==> config.mk <==
export PLATFORM = sky130hd
export DESIGN_NAME = hazard_stall_controller
export DESIGN_NICKNAME = d
export VERILOG_FILES = /design/src/rtl/hazard_stall_controller.sv
export SDC_FILE = /design/constraint.sdc
export NUM_CORES = 1
export LEC_CHECK = 0
export CAP_MARGIN = 30
export CELL_PAD_IN_SITES_DETAIL_PLACEMENT = 0
export CELL_PAD_IN_SITES_GLOBAL_PLACEMENT = 2
export CORE_MARGIN = 1
export CORE_UTILIZATION = 35
export CTS_CLUSTER_SIZE = 40
export DETAILED_ROUTE_END_ITERATION = 12
export DONT_BUFFER_PORTS = 1
export GPL_TIMING_DRIVEN = 0
export PLACE_DENSITY = 0.89
export SLEW_MARGIN = 0
export SYNTH_ARGS = -nofsm -noshare
export SYNTH_HDL_FRONTEND = slang
export SYNTH_SLANG_ARGS = --single-unit
==> constraint.sdc <==
create_clock -name clk -period 3 [get_ports clk]
set_input_delay 0.45 -clock clk [delete_from_list [all_inputs] [get_ports clk]]
set_output_delay 0.45 -clock clk [all_outputs]
set_load 0.01 [all_outputs]
==> src/rtl/hazard_stall_controller.sv <==
`default_nettype none
// ============================================================================
// Module   : hazard_stall_controller
// Purpose  : Stall/bubble/flush sequencing for the 5-stage integer pipeline:
//            load-use interlock, taken-branch squash, multi-cycle EX handshake.
// Revision : 1.0  initial release
// ============================================================================
module hazard_stall_controller #(
    parameter int MC_TIMEOUT = 64,
    parameter int CNT_W      = 16
) (
    input  logic             clk,
    input  logic             reset,
    input  logic [4:0]       rs1_id,
    input  logic [4:0]       rs2_id,
    input  logic             uses_rs1_id,
    input  logic             uses_rs2_id,
    input  logic [4:0]       rd_ex,
    input  logic             memread_ex,
    input  logic             mc_op_ex,
    input  logic             branch_taken_ex,
    input  logic             mc_done,
    output logic             pc_write,
    output logic             ifid_write,
    output logic             idex_write,
    output logic             ifid_flush,
    output logic             idex_flush,
    output logic             exmem_bubble,
    output logic             mc_start,
    output logic             mc_busy,
    output logic             mc_timeout,
    output logic [CNT_W-1:0] stall_count
);

    localparam int c_wd_w = (MC_TIMEOUT > 2) ? $clog2(MC_TIMEOUT) : 1;
    localparam logic [c_wd_w-1:0] c_wd_last = c_wd_w'(MC_TIMEOUT - 1);

    localparam logic [0:0] c_st_run     = 1'b0;
    localparam logic [0:0] c_st_mc_wait = 1'b1;

    logic [0:0]        r_state;
    logic [0:0]        w_state_nxt;
    logic [c_wd_w-1:0] r_wait_cnt;
    logic              r_mc_timeout;
    logic [CNT_W-1:0]  r_stall_count;

    logic w_load_use;
    logic w_wd_expire;
    logic w_release;

    // rd_ex == 0 targets x0, which is never really written, so it never interlocks.
    assign w_load_use = memread_ex && (rd_ex != 5'd0) &&
                        ((uses_rs1_id && (rs1_id == rd_ex)) ||
                         (uses_rs2_id && (rs2_id == rd_ex)));

    assign w_wd_expire = (r_state == c_st_mc_wait) && !mc_done && (r_wait_cnt == c_wd_last);
    assign w_release   = (r_state == c_st_mc_wait) && (mc_done || (r_wait_cnt == c_wd_last));

    // ---------------- state register ----------------
    always_ff @(posedge clk) begin
        if (reset) begin
            r_state <= c_st_run;
        end else begin
            r_state <= w_state_nxt;
        end
    end

    // ---------------- next-state logic ----------------
    always_comb begin
        w_state_nxt = r_state;
        case (r_state)
            c_st_run: begin
                if (!branch_taken_ex && mc_op_ex) begin
                    w_state_nxt = c_st_mc_wait;
                end
            end
            c_st_mc_wait: begin
                if (w_release) begin
                    w_state_nxt = c_st_run;
                end
            end
            default: w_state_nxt = c_st_run;
        endcase
    end

    // ---------------- output logic ----------------
    always_comb begin
        pc_write     = 1'b1;
        ifid_write   = 1'b1;
        idex_write   = 1'b1;
        ifid_flush   = 1'b0;
        idex_flush   = 1'b0;
        exmem_bubble = 1'b0;
        mc_start     = 1'b0;
        mc_busy      = 1'b0;
        if (!reset) begin
            case (r_state)
                c_st_run: begin
                    if (branch_taken_ex) begin
                        ifid_flush = 1'b1;
                        idex_flush = 1'b1;
                    end else if (mc_op_ex) begin
                        mc_start     = 1'b1;
                        pc_write     = 1'b0;
                        ifid_write   = 1'b0;
                        idex_write   = 1'b0;
                        exmem_bubble = 1'b1;
                    end else if (w_load_use) begin
                        pc_write   = 1'b0;
                        ifid_write = 1'b0;
                        idex_flush = 1'b1;
                    end
                end
                c_st_mc_wait: begin
                    // The release cycle still reports busy; the EX op advances on this edge.
                    mc_busy = 1'b1;
                    if (!w_release) begin
                        pc_write     = 1'b0;
                        ifid_write   = 1'b0;
                        idex_write   = 1'b0;
                        exmem_bubble = 1'b1;
                    end
                end
                default: ;
            endcase
        end
    end

    // ---------------- watchdog, error flag and stall counter ----------------
    always_ff @(posedge clk) begin
        if (reset) begin
            r_wait_cnt    <= '0;
            r_mc_timeout  <= 1'b0;
            r_stall_count <= '0;
        end else begin
            if ((r_state == c_st_mc_wait) && !w_release) begin
                r_wait_cnt <= r_wait_cnt + c_wd_w'(1);
            end else begin
                r_wait_cnt <= '0;
            end
            if (w_wd_expire) begin
                r_mc_timeout <= 1'b1;
            end
            if (!pc_write && (r_stall_count != {CNT_W{1'b1}})) begin
                r_stall_count <= r_stall_count + CNT_W'(1);
            end
        end
    end

    assign mc_timeout  = r_mc_timeout;
    assign stall_count = r_stall_count;

endmodule
`default_nettype wire
==> results of run 1 <==
cell type report:
class / count / area (um2)
Fill cell: 392 / 2210
Multi-Input combinational cell: 118 / 783
Sequential cell: 24 / 480
Buffer: 7 / 61.3
Tap cell: 48 / 60.1
Clock buffer: 3 / 41.3
Clock inverter: 1 / 30.0
Inverter: 7 / 26.3
power breakdown:
group	total (mW)	switching, mW	internal, mW	leakage, nW
clock	0.283	0.105	0.178	0.0357
combinational	0.0535	0.0311	0.0224	0.304
sequential	0.325	0.00419	0.321	0.194
total	0.661	0.140	0.522	0.533
cell usage in the layout, fill, tap and decap left out, drive strengths merged, types with 2 or more instances in the layout:
master,count
o21ai,8
o41ai,2
clkbuf,4
and3,2
o31ai,2
nand4,5
xnor2,5
nor2b,3
ha,2
dfxtp,24
buf,6
or3b,2
nor3,3
a31o,2
nand2,6
nor2,13
or3,7
a21oi,11
nor4,4
and4,2
or4,2
inv,7
nand3,9
xor2,10
and2,3
o311ai,2
sequential cells by signal (all words and copies together), names as in the netlist:
register     flops
mc_timeout       1
r_state          1
r_wait_cnt       6
stall_count     16
metrics by stage:
stage                     setup WS, ps  std cells  util (%)
after floorplan                    642        156         -
after global placement             416        204      38.2
after detailed placement           418        204      38.2
after CTS                          210        208      40.1
after global routing               129        208      40.2
final                              393        208      40.2
final timing paths:
path / endpoint / slack [ps] / depth (start not counted) / start
min reg2reg: r_wait_cnt[0]$_SDFF_PP0_ / 450 / 1 / r_wait_cnt[0]$_SDFF_PP0_
min: r_wait_cnt[2]$_SDFF_PP0_ / 390 / 2 / mc_done
max reg2reg: stall_count[1]$_SDFFE_PP0P_ / 400 / 11 / stall_count[0]$_SDFFE_PP0P_
max: pc_write / 390 / 7 / r_wait_cnt[0]$_SDFF_PP0_
per-layer routing:
layer	share of wire, %	vias to the layer above
met4	1.6	0
met3	8.4	5
li1	-	586
met1	42	552
met2	48	51
met5	0	-
cells in the mapped netlist, drive strengths merged:
cell type / count
a21o: 1
a21oi: 11
a31o: 2
a31oi: 1
a32oi: 1
a41oi: 1
and2: 3
and3: 2
and4: 2
buf: 6
clkbuf: 1
dfxtp: 24
ha: 2
inv: 7
mux2: 1
mux2i: 1
nand2: 6
nand3: 9
nand4: 5
nor2: 13
nor2b: 3
nor3: 3
nor3b: 1
nor4: 4
nor4bb: 1
o211a: 1
o211ai: 1
o21a: 1
o21ai: 8
o21ba: 1
o311ai: 2
o31a: 1
o31ai: 2
o41ai: 2
or3: 7
or3b: 2
or4: 2
xnor2: 5
xor2: 10
kinds of logic (layout without fill, tap and decap cells):
kind of cell    after synthesis  in the layout  synth area share, %
buf+inv                      14             18                 6.50
xor+xnor                     15             15                 9.75
fa+ha+maj                     2              2                 1.86
compound gates               36             36                 18.6
mux                           2              2                 1.58
simple gates                 63             63                 26.1
flops                        24             24                 35.7
what timing repair did:
action | in CTS | in global routing
setup endpoints to repair | 0 | 1
resized for setup | 0 | 1
setup buffers | 0 | 0
==> impl_results.md, run 1 <==
* Max-cap violations at 0
* CTS root buffer: clkbuf_8
* Cell taking the most area after synthesis: dfxtp_1
* Post-route clock period utilization at between 80% and 90%
* Crit path launch type: flop
* Run status: finished clean
* Starting density of the core at a little over a third
* Leak pwr at 0.533 nW
* RD Place Congestion at slightly above 0.8
* Initial antenna violation count at 0
* Peak supply drop at 0.228 mV
* TritonCTS Buffers at 3
* CP max stage delay at 360 ps
* Syn avg cell area at 8.64 um2
* Crit Path Class: flop to output port
* Grt ovf at 0
* Post-Syn Nets at 181
* Router iterations before antenna repair at 4
* Worst Path Buf+Inv at 2
* Via density at 5.74
* Min cycle time layout at 2610 ps
* Synth top area cells: dfxtp_1 36%, xor2_1 6.5%, a21oi_1 3.7%, nor2_1 3.6%, nand3_1 3.3%
* P per Cell Area at between 400 and 500 nW/um2
* Synth unique cells at 46
* Area of placed instances at between 1000 and 1500 um2
* Global route hottest layer: met2
* Crit path arrival time at 2160 ps
* Grt met3 use at between 4 and 5%
* Met1 usage at 20.1%
* Die area at 4100 um2
* Sequential area share after synthesis at 35.7%
* Worst-Skew Late Latency at 270 ps
* Die Wd at 64.1 um
* Synthesis-to-layout area growth at 10.0%
* Clk buf depth at 2
* Sink Count at 24
* Number of routed nets with antenna violations at 0
* Slew margin rel. at approximately two thirds
* Setup crit end kind: output port
* Final Setup Violations at 0
* H-tree levels at 1
* Routed len/inst at about 15 um
* Number of global-route vias before repair at between 1,000 and 1,500
* Initial DRC count at 44
* Diode count at 0
* Yosys top cell area share at a little over a third
* Largest net degree at the start of global routing at 15
* Max-slew violations at 0
* Ys Warns at 0
* Total negative slack at 0 ps
* Fin Hold WS at 386 ps
* Worst-path cell chain: ha_1 > and3_1 > a31oi_1 > nor2_1 > inv_1 > a21oi_2 > buf_4
* Req. time, crit path at around 2600 ps
* Hold-fix buffers, CTS at 0
* GRT Util Overall at 16.9%
* Count of final hold-check violations at 0
* # rows at 22
* CP top delay family: simple AND/OR/NAND/NOR gates
* Slew @ Worst Pin at around 510 ps
* Die Y at ~64 um
* Total Power at between 0.6 and 0.7 mW
* RSZ-0062 raised after global routing: false
* Port buffer count at 0
* Via Count at between 1,000 and 1,500
* Critical Path Slowest Stage Cell: dfxtp_1
* DR DRC count at 0
* Reg clk slew, reported paths at ~90 ps
* Yosys reg bits at 24
* CTS tree: done
* Total Wirelength at 3.22 mm
* Layout cell share with drive strength beyond 1 at under 10%
* Fmax at 0.384 GHz
* I/O Pins at 48
* Post-Syn Area at between 1000 and 1500 um2
* Final nets at about 190
* Worst hold-check path type: input pin to flop
* Syn Inst Count at 156
* GR Util met2 at 28.7%
* Dpl hpwl at about 2.5 mm
* Final setup skew at ~5.0 ps
* Core Footprint at roughly 3700 um2
* First-pass GRT wire length at about 5.4 mm
* Cell area after layout at about 1500 um2
* Crit-path max FO at 4
Power figures use the tool's default switching activity.
==> run 2, diff against run 1 <==
REMOVE_ABC_BUFFERS = 1   (was not set)
==> impl_results.md, run 2 (synthesized netlist as in run 1, its figures left out) <==
* Worst hold-check path type: input pin to flop
* Die Y at 64.1 um (unchanged)
* Hold-fix buffers, CTS at 0 (unchanged)
* # rows at 22 (unchanged)
* Slew margin rel. at 64.2% (-1.6 points)
* Flop pwr share at 55.7% (+6.6 points)
* Leak pwr at 0.491 nW (-7.8%)
* Layout cell share with drive strength beyond 1 at 5.88% (-3.5 points)
* TritonCTS Buffers at 3 (unchanged)
* Sw Share at 22.1% (+1.0 points)
* CTS root buffer: clkbuf_8
* Setup crit end kind: flop
* Die area at 4100 um2 (unchanged)
* Fin Hold WS at 239 ps (-147 ps)
* RR Endpoint: stall_count[14]$_SDFFE_PP0P_
* Die Wd at 64.1 um (unchanged)
* Logic gate share of total power at 6.8% (-1.3 points)
* Setup crit start: stall_count[0]$_SDFFE_PP0P_
* Final nets at 179 (-3.8%)
* Min-Delay Path Depth at 1 (-1)
* Max reg flops at 16 (unchanged)
* Crit path launch type: flop
* Setup slack, reg-to-reg at 360 ps (-40 ps)
* Number of routed nets with antenna violations at 0 (unchanged)
* Total Wirelength at 2.98 mm (-7.2%)
* Pint at 0.454 mW (-13%)
* RSZ-0062 raised after global routing: false
* Port buffer count at 0 (unchanged)
* Largest net degree at the start of global routing at 28 (+13)
* Clk buf depth at 2 (unchanged)
* Commonest non-fill, non-tap cells in the layout: 24 x dfxtp_1, 13 x nor2_1, 10 x xor2_1, 10 x a21oi_1, 9 x nand3_1
* P per Cell Area at 416 nW/um2 (-6.7%)
* Worst-Skew Late Latency at 260 ps (about the same)
* Max-slew violations at 0 (unchanged)
* Slew @ Worst Pin at 537 ps (+23.6 ps)
* I/O Pins at 48 (unchanged)
* DR DRC count at 0 (unchanged)
* Via density at 5.65 (-1.5%)
* Starting density of the core at 36.5% (unchanged)
* Sink Count at 24 (unchanged)
* Crit path arrival time at 2840 ps (+680 ps)
* Initial DRC count at 45 (+2.3%)
* GRT Util Overall at 15.1% (-1.7 points)
* Max-cap violations at 0 (unchanged)
* WHS Endpoint: stall_count[4]$_SDFFE_PP0P_
* Via Count at 1,136 (-4.9%)
* Reg2reg start: stall_count[0]$_SDFFE_PP0P_
* Routed len/inst at 14.8 um (-4.0%)
* Part of the power in the clock network at 37.4% (-5.4 points)
* Router iterations before antenna repair at 4 (unchanged)
* Initial antenna violation count at 0 (unchanged)
* Req. time, crit path at 3200 ps (+650 ps)
* Dpl hpwl at 2.24 mm (-11%)
* Post-CTS Setup Inserts at 0 (unchanged)
* Run status: finished clean
* Post-route clock period utilization at 88.0% (+1.1 points)
* Diode count at 0 (unchanged)
* Total negative slack at 0 ps (unchanged)
* Commonest non-fill, non-tap cell in the layout: dfxtp_1
* Crit-path max FO at 27 (+23)
* Fmax at 0.379 GHz (-1.3%)
* Crit Path Class: flop to flop
* H-tree levels at 1 (unchanged)
* First-pass GRT wire length at 4.77 mm (-12%)
* Switch Pwr at 0.129 mW (-7.6%)
* Peak supply drop at 0.236 mV (+3.4%)
* CTS tree: done
* Hold Path Origin: reset
* FF-to-FF path depth at 7 (-4)
* Final Setup Violations at 0 (unchanged)
* Grt ovf at 0 (unchanged)
* Core Footprint at 3690 um2 (unchanged)
* Min cycle time layout at 2640 ps (+33.3 ps)
* Final setup skew at 4.69 ps (-0.358 ps)
* Count of final hold-check violations at 0 (unchanged)
* Resized Gates After CTS at 0 (unchanged)
* Synthesis-to-layout area growth at 3.99%
* RD Place Congestion at 0.728 (-9.8%)
* Number of global-route vias before repair at 1,058 (-11%)
* Reg clk slew, reported paths at 90 ps (about the same)
-- run 2: worst max-delay path by stage --
stage,to,slack (ps),depth (start not counted)
5_1_grt,stall_count[9]$_SDFFE_PP0P_,150,7
3_5_place_dp,stall_count[9]$_SDFFE_PP0P_,70,7
4_1_cts,stall_count[9]$_SDFFE_PP0P_,70,7
6_report,stall_count[14]$_SDFFE_PP0P_,360,7
3_3_place_gp,stall_count[9]$_SDFFE_PP0P_,140,7
2_1_floorplan,stall_count[9]$_SDFFE_PP0P_,520,7
-- run 2: layer usage --
| metal | wire length [um] | up-vias | GRT usage [%] |
|---|---|---|---|
| li1 | - | 566 | - |
| met1 | 1310 | 526 | 17.9 |
| met2 | 1460 | 42 | 26.2 |
| met3 | 191 | 2 | 4.11 |
| met4 | 20 | 0 | 5.11 |
| met5 | 0 | - | 0 |
-- run 2: metrics by stage --
stage | setup slack [ps] | cells | total power, mW | cell area (um2) | utilization, %
after floorplan | 518 | 149 | 0.365 | 1290 | -
after global placement | 139 | 197 | 0.371 | 1350 | 36.5
after detailed placement | 70.4 | 197 | 0.373 | 1350 | 36.5
after CTS | 71.4 | 201 | 0.590 | 1400 | 38.0
after global routing | 153 | 201 | 0.609 | 1400 | 38.0
final | 360 | 201 | 0.583 | 1400 | 38.0
-- run 2: layout make-up --
cell class,count,area [um2]
Clock buffer,4,55.1
Sequential cell,24,480
Multi-Input combinational cell,118,779
Tap cell,48,60.1
Inverter,7,26.3
Fill cell,406,2290
-- run 2: power by group through the flow --
stage	logic [mW]	registers, mW	clock network, mW
after floorplan	0.0333	0.332	0
after global placement	0.0384	0.332	0
after detailed placement	0.0399	0.333	0
after CTS	0.0401	0.325	0.225
after global routing	0.0441	0.326	0.239
final	0.0398	0.325	0.218
-- run 2: worst max-delay path: stages, from the launching register on --
cell and delay [ps]:
dfxtp_1 390, ha_1 340, and4_1 240, nor4bb_1 140, or3b_1 390, o21ba_2 370, or4_1 560, a21oi_1 150
==> run 3, diff against run 2 <==
CORE_UTILIZATION = 31   (was 35)
MAX_ROUTING_LAYER = met4   (was not set)
PLACE_DENSITY = 0.85   (was 0.89)
clock period = 2.2 ns   (was 3 ns; I/O delays follow)
==> impl_results.md, run 3 (synthesized netlist as in run 1, its figures left out) <==
* Synthesis-to-layout area growth at 19.5%
* Crit path arrival time at 2410 ps (-430 ps)
* DR DRC count at 0 (unchanged)
* Via Count at 1,241 (+9.2%)
* RSZ-0062 raised after global routing: true
* Crit path launch type: flop
* Port buffer count at 0 (unchanged)
* Commonest non-fill, non-tap cells in the layout: 19 x dfxtp_1, 11 x nor2_1, 10 x xor2_1
* First-pass GRT wire length at 5.48 mm (+15%)
* Placed Cells at 199 (+1.0%)
* Finished Layout Cells at 210 (+4.5%)
* Min cycle time layout at 2200 ps (-441 ps)
* Part of the power in the clock network at 36.7% (-0.7 points)
* Worst-Skew Late Latency at 270 ps (about the same)
* Final nets at 186 (+3.9%)
* CTS root buffer: clkbuf_8
* Grt ovf at 0 (unchanged)
* Routed len/inst at 17.4 um (+17%)
* Max-cap violations at 0 (unchanged)
* Req. time, crit path at 2410 ps (-790 ps)
* H-tree levels at 1 (unchanged)
* Pint at 0.630 mW (+39%)
* Sink Count at 24 (unchanged)
* Via density at 5.91 (+4.6%)
* P per Cell Area at 510 nW/um2 (+23%)
* Count of final hold-check violations at 0 (unchanged)
* Max Used Layer: met4
* Cell area after layout at 1610 um2 (+15%)
* TritonCTS Buffers at 3 (unchanged)
* Setup crit end kind: flop
* Initial antenna violation count at 0 (unchanged)
* CTS tree: done
* Dpl hpwl at 2.39 mm (+7.0%)
* Total Wirelength at 3.65 mm (+22%)
* Die Y at 67.9 um (+6.1%)
* Worst hold-check path type: input pin to flop
* Max reg flops at 16 (unchanged)
* Met3 WL post-DR at 303 um (+59%)
* I/O Pins at 48 (unchanged)
* Number of global-route vias before repair at 1,173 (+11%)
* Total Power at 0.821 mW (+41%)
* # rows at 23 (+4.5%)
* Total negative slack at 0 ps (unchanged)
* M1 WL at 1.60 mm (+21%)
* Flop pwr share at 54.0% (-1.7 points)
* Final Util at 39.4% (+1.4 points)
* Reg clk slew, reported paths at 90 ps (about the same)
* Met2 wire length at 1.73 mm (+19%)
* Area of placed instances at 1350 um2 (+0.19%)
* Largest net degree at the start of global routing at 20 (-29%)
* GRT Util Overall at 16.5% (+1.4 points)
* Slew @ Worst Pin at 573 ps (+35.3 ps)
* Initial DRC count at 40 (-11%)
* Worst slack, placed at -819 ps (-890 ps)
* Final setup skew at 7.49 ps (+2.80 ps)
* Slew margin rel. at 61.8% (-2.4 points)
* Max-slew violations at 0 (unchanged)
* Number of routed nets with antenna violations at 0 (unchanged)
* RD Place Congestion at 0.774 (+6.3%)
* Starting density of the core at 33.0% (-3.6 points)
* Crit Path Class: flop to flop
* Final worst slack at 0.875 ps (-359 ps)
* Clk buf depth at 2 (unchanged)
* Final Setup Violations at 0 (unchanged)
* Crit-path max FO at 5 (-81%)
* Post-route clock period utilization at 100% (+12 points)
* Run status: finished clean
* Sw Share at 23.4% (+1.2 points)
* Leak pwr at 0.558 nW (+14%)
* Die area at 4610 um2 (+12%)
* Setup slack, reg-to-reg at 0.9 ps (-360 ps)
* Core Footprint at 4090 um2 (+11%)
* Die Wd at 67.9 um (+6.1%)
* Fmax at 0.455 GHz (+20%)
* Switch Pwr at 0.192 mW (+49%)
* Logic gate share of total power at 9.3% (+2.5 points)
* Fillers at 419 (+3.2%)
* Commonest non-fill, non-tap cell in the layout: dfxtp_1
* Layout cell share with drive strength beyond 1 at 24.4% (+18 points)
* Router iterations before antenna repair at 4 (unchanged)
* Fin Hold WS at 109 ps (-129 ps)
* Diode count at 0 (unchanged)
* Peak supply drop at 0.275 mV (+17%)
run 3: changes by cell type in the layout (fill, tap and decap cells not counted), moves of 2 or more:
cell | before | now
buf_6 | 0 | 2
dfxtp_1 | 24 | 19
a21oi_1 | 10 | 8
ha_1 | 2 | 0
buf_4 | 0 | 3
nor2_1 | 13 | 11
nor3_1 | 3 | 1
nor2_2 | 0 | 2
o311ai_1 | 2 | 0
dfxtp_4 | 0 | 2
dfxtp_2 | 0 | 3
nor3_2 | 0 | 2
run 3: worst paths after layout:
check	startpoint	end	depth (start not counted)
max	stall_count[0]$_SDFFE_PP0P_	stall_count[4]$_SDFFE_PP0P_	8
min	reset	stall_count[4]$_SDFFE_PP0P_	1
max reg2reg	stall_count[0]$_SDFFE_PP0P_	stall_count[4]$_SDFFE_PP0P_	8
min reg2reg	r_wait_cnt[0]$_SDFF_PP0_	r_wait_cnt[0]$_SDFF_PP0_	1
run 3: power groups by stage:
stage	registers [mW]	clock network (mW)	logic (mW)
after global routing	0.445	0.326	0.0848
after detailed placement	0.454	0	0.0562
after global placement	0.453	0	0.0532
final	0.444	0.302	0.0761
after CTS	0.443	0.308	0.0749
after floorplan	0.452	0	0.0454
run 3: what timing repair did:
action,CTS,global route
pin swaps,8,10
setup buffers,3,2
endpoints found under the setup margin,18,18
gates cloned,2,0
resized for setup,20,15
hold buffers,0,0
run 3: cell type report:
| type | instances | area [um2] | area share, % |
|---|---|---|---|
| Clock buffer | 4 | 55.1 | 3.42 |
| Multi-Input combinational cell | 120 | 930 | 57.7 |
| Inverter | 7 | 26.3 | 1.63 |
| Tap cell | 50 | 62.6 | 3.89 |
| Timing Repair Buffer | 5 | 45.0 | 2.80 |
| Sequential cell | 24 | 492 | 30.5 |
run 3: worst max-delay path, stage by stage, from the launching register on:
cell and delay, ps:
dfxtp_4 390, ha_4 170, and4_1 190, nor4bb_4 150
or3b_4 430, o21ba_4 240, buf_6 130, or3_4 320
a21oi_2 130
run 3: layer usage:
| layer | GRT usage (%) | vias to the layer above |
|---|---|---|
| met5 | - | - |
| met4 | 4.69 | 0 |
| met3 | 4.00 | 2 |
| met2 | 27.1 | 46 |
| met1 | 19.9 | 603 |
| li1 | - | 590 |
